### src/rtl/da_dct_pkg.sv
// rtl/da_dct_pkg.sv - shared constants, state enum and address-fold helper for the DA DCT sequencer
package da_dct_pkg;

  localparam int DATA_W   = 16;
  localparam int ROM_W    = 16;
  localparam int ACC_W    = DATA_W + ROM_W + 1;
  localparam int ROM_FRAC = 14;
  localparam int CNT_W    = $clog2(DATA_W);

  typedef enum logic [2:0] {
    IDLE  = 3'd0,
    ISSUE = 3'd1,
    DRAIN = 3'd2,
    RND   = 3'd3,
    OUT   = 3'd4
  } state_t;

  // Returns {fold, addr}: a set x0 bit mirrors the slice into the lower ROM half.
  function automatic logic [3:0] fold_addr(input logic b0, input logic b1,
                                           input logic b2, input logic b3);
    return b0 ? {1'b1, ~{b1, b2, b3}} : {1'b0, b1, b2, b3};
  endfunction

endpackage

### src/rtl/da_dct_row_sequencer_if.sv
// rtl/da_dct_row_sequencer_if.sv - operand, ROM and result signals of the DA sequencer
interface da_dct_row_sequencer_if;
  import da_dct_pkg::*;

  logic                     start;
  logic signed [DATA_W-1:0] x0;
  logic signed [DATA_W-1:0] x1;
  logic signed [DATA_W-1:0] x2;
  logic signed [DATA_W-1:0] x3;
  logic                     busy;
  logic                     rom_cs;
  logic [2:0]               rom_addr;
  logic signed [ROM_W-1:0]  rom_data;
  logic                     y_valid;
  logic                     y_ready;
  logic signed [ACC_W-1:0]  y;

  modport master (
    input  start, x0, x1, x2, x3, rom_data, y_ready,
    output busy, rom_cs, rom_addr, y_valid, y
  );

  modport slave (
    output start, x0, x1, x2, x3, rom_data, y_ready,
    input  busy, rom_cs, rom_addr, y_valid, y
  );

endinterface

### src/rtl/da_shift_acc.sv
// rtl/da_shift_acc.sv - fold/msb negate and MSB-first shift-accumulate; round/saturate when DA_ROUND_EN is defined
module da_shift_acc
  import da_dct_pkg::*;
(
  input  logic                    clk,
  input  logic                    rst_n,
  input  logic                    clear,
  input  logic                    en,
  input  logic                    fold,
  input  logic                    msb,
  input  logic signed [ROM_W-1:0] rom_data,
`ifdef DA_ROUND_EN
  input  logic                    rnd,
`endif
  output logic signed [ACC_W-1:0] y
);

  logic signed [ROM_W-1:0] data_q;
  logic                    neg_q;
  logic                    vld_q;
  logic signed [ACC_W-1:0] acc;
  logic signed [ACC_W-1:0] term;
  logic signed [ACC_W-1:0] addend;

  assign term   = {{(ACC_W-ROM_W){data_q[ROM_W-1]}}, data_q};
  assign addend = neg_q ? -term : term;

  // ROM word is captured with its flags, then folded into acc on the following edge.
  always_ff @(posedge clk or negedge rst_n) begin
    if (!rst_n) begin
      data_q <= '0;
      neg_q  <= 1'b0;
      vld_q  <= 1'b0;
      acc    <= '0;
    end else if (clear) begin
      vld_q  <= 1'b0;
      acc    <= '0;
    end else begin
      vld_q  <= en;
      data_q <= rom_data;
      neg_q  <= fold ^ msb;
      if (vld_q) acc <= (acc <<< 1) + addend;
    end
  end

`ifdef DA_ROUND_EN
  localparam logic signed [ACC_W-1:0] HALF  = ACC_W'(1 << (ROM_FRAC - 1));
  localparam logic signed [ACC_W-1:0] MAX_V = ACC_W'((1 << (DATA_W - 1)) - 1);
  localparam logic signed [ACC_W-1:0] MIN_V = ~MAX_V;

  logic signed [ACC_W-1:0]  biased;
  logic signed [ACC_W-1:0]  shifted;
  logic signed [DATA_W-1:0] rnd_q;

  assign biased  = acc + HALF;
  assign shifted = biased >>> ROM_FRAC;

  always_ff @(posedge clk or negedge rst_n) begin
    if (!rst_n) begin
      rnd_q <= '0;
    end else if (rnd) begin
      if (shifted > MAX_V)      rnd_q <= MAX_V[DATA_W-1:0];
      else if (shifted < MIN_V) rnd_q <= MIN_V[DATA_W-1:0];
      else                      rnd_q <= shifted[DATA_W-1:0];
    end
  end

  assign y = {{(ACC_W-DATA_W){rnd_q[DATA_W-1]}}, rnd_q};
`else
  assign y = acc;
`endif

endmodule

### src/rtl/da_dct_row_sequencer.sv
// rtl/da_dct_row_sequencer.sv - bit-serial DA sequencer for one DCT coefficient; DA_ROUND_EN adds a round/saturate stage
module da_dct_row_sequencer
  import da_dct_pkg::*;
(
  input  logic                   clk,
  input  logic                   rst_n,
  da_dct_row_sequencer_if.master bus
);

  state_t            state;
  logic [DATA_W-1:0] sr0, sr1, sr2, sr3;
  logic [CNT_W-1:0]  bit_cnt;
  logic              fold_q;
  logic              msb_q;
  logic              rom_cs_q;
  logic [2:0]        rom_addr_q;
  logic              busy_q;
  logic              y_valid_q;
  logic              acc_clear;

  assign acc_clear    = (state == IDLE) && bus.start;
  assign bus.busy     = busy_q;
  assign bus.rom_cs   = rom_cs_q;
  assign bus.rom_addr = rom_addr_q;
  assign bus.y_valid  = y_valid_q;

  // The MSB slice is addressed straight from the inputs so ISSUE starts on the next cycle.
  always_ff @(posedge clk or negedge rst_n) begin
    if (!rst_n) begin
      state      <= IDLE;
      sr0        <= '0;
      sr1        <= '0;
      sr2        <= '0;
      sr3        <= '0;
      bit_cnt    <= '0;
      fold_q     <= 1'b0;
      msb_q      <= 1'b0;
      rom_cs_q   <= 1'b0;
      rom_addr_q <= '0;
      busy_q     <= 1'b0;
      y_valid_q  <= 1'b0;
    end else begin
      case (state)
        IDLE: begin
          if (bus.start) begin
            {fold_q, rom_addr_q} <= fold_addr(bus.x0[DATA_W-1], bus.x1[DATA_W-1],
                                              bus.x2[DATA_W-1], bus.x3[DATA_W-1]);
            msb_q    <= 1'b1;
            rom_cs_q <= 1'b1;
            busy_q   <= 1'b1;
            sr0      <= {bus.x0[DATA_W-2:0], 1'b0};
            sr1      <= {bus.x1[DATA_W-2:0], 1'b0};
            sr2      <= {bus.x2[DATA_W-2:0], 1'b0};
            sr3      <= {bus.x3[DATA_W-2:0], 1'b0};
            bit_cnt  <= CNT_W'(DATA_W - 1);
            state    <= ISSUE;
          end
        end
        ISSUE: begin
          msb_q <= 1'b0;
          if (bit_cnt == '0) begin
            rom_cs_q   <= 1'b0;
            rom_addr_q <= '0;
            fold_q     <= 1'b0;
            state      <= DRAIN;
          end else begin
            {fold_q, rom_addr_q} <= fold_addr(sr0[DATA_W-1], sr1[DATA_W-1],
                                              sr2[DATA_W-1], sr3[DATA_W-1]);
            sr0     <= {sr0[DATA_W-2:0], 1'b0};
            sr1     <= {sr1[DATA_W-2:0], 1'b0};
            sr2     <= {sr2[DATA_W-2:0], 1'b0};
            sr3     <= {sr3[DATA_W-2:0], 1'b0};
            bit_cnt <= bit_cnt - CNT_W'(1);
          end
        end
        DRAIN: begin
`ifdef DA_ROUND_EN
          state <= RND;
`else
          state     <= OUT;
          y_valid_q <= 1'b1;
`endif
        end
        RND: begin
          state     <= OUT;
          y_valid_q <= 1'b1;
        end
        OUT: begin
          if (bus.y_ready) begin
            y_valid_q <= 1'b0;
            busy_q    <= 1'b0;
            state     <= IDLE;
          end
        end
        default: state <= IDLE;
      endcase
    end
  end

  da_shift_acc u_acc (
    .clk      (clk),
    .rst_n    (rst_n),
    .clear    (acc_clear),
    .en       (rom_cs_q),
    .fold     (fold_q),
    .msb      (msb_q),
    .rom_data (bus.rom_data),
`ifdef DA_ROUND_EN
    .rnd      (state == RND),
`endif
    .y        (bus.y)
  );

endmodule

### src/flat_wrapper.sv
// flat-port wrapper written by rule: the top's interface ports become plain ports
module da_dct_row_sequencer_flat import da_dct_pkg::*;
  (clk, rst_n, bus_start, bus_x0, bus_x1, bus_x2, bus_x3, bus_rom_data, bus_y_ready, bus_busy, bus_rom_cs, bus_rom_addr, bus_y_valid, bus_y);
  da_dct_row_sequencer_if bus_i ();
  input  logic clk;
  input  logic rst_n;
  input wire logic [$bits(bus_i.start)-1:0] bus_start;
  input wire logic [$bits(bus_i.x0)-1:0] bus_x0;
  input wire logic [$bits(bus_i.x1)-1:0] bus_x1;
  input wire logic [$bits(bus_i.x2)-1:0] bus_x2;
  input wire logic [$bits(bus_i.x3)-1:0] bus_x3;
  input wire logic [$bits(bus_i.rom_data)-1:0] bus_rom_data;
  input wire logic [$bits(bus_i.y_ready)-1:0] bus_y_ready;
  output wire logic [$bits(bus_i.busy)-1:0] bus_busy;
  output wire logic [$bits(bus_i.rom_cs)-1:0] bus_rom_cs;
  output wire logic [$bits(bus_i.rom_addr)-1:0] bus_rom_addr;
  output wire logic [$bits(bus_i.y_valid)-1:0] bus_y_valid;
  output wire logic [$bits(bus_i.y)-1:0] bus_y;
  assign bus_i.start = bus_start;
  assign bus_i.x0 = bus_x0;
  assign bus_i.x1 = bus_x1;
  assign bus_i.x2 = bus_x2;
  assign bus_i.x3 = bus_x3;
  assign bus_i.rom_data = bus_rom_data;
  assign bus_i.y_ready = bus_y_ready;
  assign bus_busy = bus_i.busy;
  assign bus_rom_cs = bus_i.rom_cs;
  assign bus_rom_addr = bus_i.rom_addr;
  assign bus_y_valid = bus_i.y_valid;
  assign bus_y = bus_i.y;
  da_dct_row_sequencer u_core (.clk(clk), .rst_n(rst_n), .bus(bus_i));
endmodule
### config.mk
export PLATFORM = sky130hd
export DESIGN_NAME = da_dct_row_sequencer_flat
export DESIGN_NICKNAME = d
export VERILOG_FILES = /design/src/rtl/da_dct_pkg.sv /design/src/rtl/da_dct_row_sequencer_if.sv /design/src/rtl/da_shift_acc.sv /design/src/rtl/da_dct_row_sequencer.sv /design/src/flat_wrapper.sv
export SDC_FILE = /design/constraint.sdc
export NUM_CORES = 1
export LEC_CHECK = 0
export CORE_ASPECT_RATIO = 0.9
export CORE_UTILIZATION = 49
export DETAILED_ROUTE_END_ITERATION = 8
export HOLD_SLACK_MARGIN = 0.05
export PLACE_DENSITY = 0.88
export SLEW_MARGIN = 10
export SYNTH_ARGS = -nofsm -noshare
export SYNTH_HDL_FRONTEND = slang
export SYNTH_SLANG_ARGS = --single-unit
export TNS_END_PERCENT = 20
### constraint.sdc
create_clock -name clk -period 3.89 [get_ports clk]
set_input_delay 0.778 -clock clk [delete_from_list [all_inputs] [get_ports clk]]
set_output_delay 0.778 -clock clk [all_outputs]
set_load 0.02 [all_outputs]
==> impl_metrics.ini <==
[run_status]
status = finished with violations
violations = negative setup slack

[yosys]
postSynthCellCount = 908
yosysTopAreaCell = dfrtp_1
yosysWarnings = 0
netlist.area_leader.share = 0.419
ys_ff_latch = 126
ys_seq_area_frac = 0.419
synth.distinct_cells = 55
synth_area_leaders = dfrtp_1, nand2_1, nor2_1
async_flop_share = 1.00
synth_edf_count = 0
synth_most_common_cell = nand2_1
synth.net_count = 1028
synthFlopType = dfrtp_1
synth_common_cells = nand2_1, dfrtp_1, nor2_1
syn_area_per_cell_sq_um = 8.29
synth_area_sq_mm = 0.00753

[finish]
diodes = 0
multi_input_area_sq_mm = 0.00462
regArea_sq_mm = 0.00315
area_growth_pct = 41.7
fin_nets = 1216
drive_gt1_frac = 0.196
final-instance-count-excl-fill = 1306
fill_cells = 1081

[setup_path]
crit_path_end_kind = register
critPathRequiredTime_ps = 4180
max_stage_delay_ps = 540
cp-start-kind = register
cp.arrival_ps = 4390
critical_path_peak_fanout = 4
path_cells = or4_4 > or4_4 > or4_4 > ha_4 > a21oi_4 > ha_4 > buf_4 > a21o_1 > a21oi_1 > nor2b_1 > o21ai_1 > o221ai_2 > o211ai_1 > mux2i_1 > o21ai_1
worst_path_most_repeated_cell = or4_4
crit_type = reg -> reg
path_delay_family = simple AND/OR/NAND/NOR gates
critPathSlowestCell = or4_4
path_buf_inv = 1

[cts]
insertion_delay_ps = 420
cts_tree = built
cts.clk_slew.worst_paths_ps = 60
cts_sinks = 126
numCtsBuffers = 17
root_buffer = clkbuf_16
clock_path_buffers = 2
htreeDepth = 4

[floorplan]
start_util = 0.506
coreArea_sq_mm = 0.0149
io_pins = 123
chipWidth_microns = 133
num_rows = 42
die-area_sq_mm = 0.0159
die_y_microns = 120

[timing]
relSlewSlack = 0.431
min_period_ps = 4110
period_share = 1.06
worst_pin_slew_ps = 854
finClkSkew_ps = 9.26
timing.hold.ws_ps = 418
slew_viol_final = 0
fmax_mhz = 243
hold_viol_final = 0
rsz0062_at_grt = yes
setup_viol = 17
worst_slack_ps = -217

[global_routing]
gr-total-overflow = 0
track_usage = 0.279
antenna_found_initial = 0
first_global_vias = 7087
grt_max_degree = 63
grt_pass1_wl_mm = 34.9

[drt]
first_iter_violations = 540
post-route-drc-count = 0
routed_via_density = 5.69
ant_nets = 0
wl_mm = 22.2
dr.pass1.iters = 5
vias = 7432
wl_per_cell_microns = 17.0

[placement]
placed_cells = 1260
dp_hpwl_mm = 15.0
port_buffers = 122
gp_congestion = 0.939

[worst_hold_path]
hold_class = in -> async

[flow_run]
max-cap-violations = 0
==> area by class of cell <==
cell class / instances / share of cell area
flip-flops and latches: 126 / 0.296
clock buffers: 18 / 0.0412
clock inverters: 13 / 0.0131
repair buffers: 221 / 0.188
well taps: 198 / 0.0232
multi-input cells: 711 / 0.433
inverters: 19 / 0.00668
==> per-stage QoR <==
step | setup WS, ps | cell area [sq um] | setup TNS, ps | util
final | -217 | 10700 | -2230 | 0.717
after global routing | -354 | 10700 | -4080 | 0.717
after CTS | -171 | 10400 | -1850 | 0.700
after detailed placement | -279 | 9470 | -2750 | 0.636
after global placement | -206 | 9470 | -1890 | 0.636
after floorplan | -180 | 7550 | -1000 | -
==> flip-flops by register name (all words and copies together) (netlist names), 4 cells and up <==
name,flops
u_core.bit_cnt,4
u_core.sr0,15
u_core.sr1,15
u_core.sr2,15
u_core.sr3,15
u_core.u_acc.data_q,16
u_core.u_acc.y,33
==> worst reg2reg max path: stages, from the launching register on <==
cell	delay (ps)
dfrtp_1	380
or4_4	540
or4_4	510
or4_4	510
ha_4	280
a21oi_4	180
ha_4	250
buf_4	130
a21o_1	140
a21oi_1	130
nor2b_1	90
o21ai_1	180
o221ai_2	130
o211ai_1	240
mux2i_1	200
o21ai_1	80
==> per-layer routing <==
layer	vias up	wire length (microns)	GRT usage
met5	-	0	0
met4	0	461	0.0797
met3	46	1420	0.0646
met2	292	10800	0.466
met1	3565	9500	0.361
li1	3529	-	-
==> kinds of logic after synthesis <==
group                    Yosys count  share of synthesized area
XOR/XNOR                          44                     0.0512
adder cells (fa/ha/maj)           36                     0.0608
flip-flops                       126                      0.419
buffers and inverters             71                     0.0371
AO/OA/AOI/OAI                    226                      0.191
multiplexers                      20                     0.0268
AND/OR/NAND/NOR                  385                      0.215
==> cells in the final DEF, fill, tap and decap left out, types with 11 or more instances in the layout <==
| master | instances |
|---|---|
| nand2_1 | 193 |
| xnor2_1 | 32 |
| mux2i_1 | 19 |
| a21o_1 | 27 |
| ha_4 | 12 |
| o21ai_0 | 27 |
| a31oi_1 | 63 |
| nor2_1 | 112 |
| clkbuf_16 | 17 |
| ha_1 | 21 |
| inv_1 | 18 |
| clkdlybuf4s50_1 | 121 |
| buf_4 | 92 |
| a21oi_1 | 38 |
| a21oi_2 | 11 |
| dfrtp_1 | 126 |
==> final timing paths <==
kind | from | endpoint | slack, ps | depth (start not counted)
setup / recovery | u_core.u_acc.data_q[5]$_DFFE_PN0N_ | u_core.u_acc.y[30]$_DFFE_PN0P_ | -220 | 15
hold / removal | rst_n | u_core.u_acc.y[4]$_DFFE_PN0P_ | 420 | 1
setup reg to reg | u_core.u_acc.data_q[5]$_DFFE_PN0N_ | u_core.u_acc.y[30]$_DFFE_PN0P_ | -220 | 15
hold reg to reg | u_core.bit_cnt[0]$_DFFE_PN0P_ | u_core.bit_cnt[0]$_DFFE_PN0P_ | 490 | 1
max in group asynchronous | rst_n | u_core.sr0[6]$_DFFE_PN0P_ | 2610 | 2
min in group clk | u_core.bit_cnt[0]$_DFFE_PN0P_ | u_core.bit_cnt[0]$_DFFE_PN0P_ | 490 | 1
==> what timing repair did <==
item	CTS	global route
setup endpoints to repair	16	21
pin swaps	35	31
buffers inserted	13	2
endpoints found under the hold margin	0	0
hold buffers	0	0
gates resized for setup	52	45
Power is not shown: default switching activity piles up to over one toggle a cycle in this logic, so the estimate is an artifact.
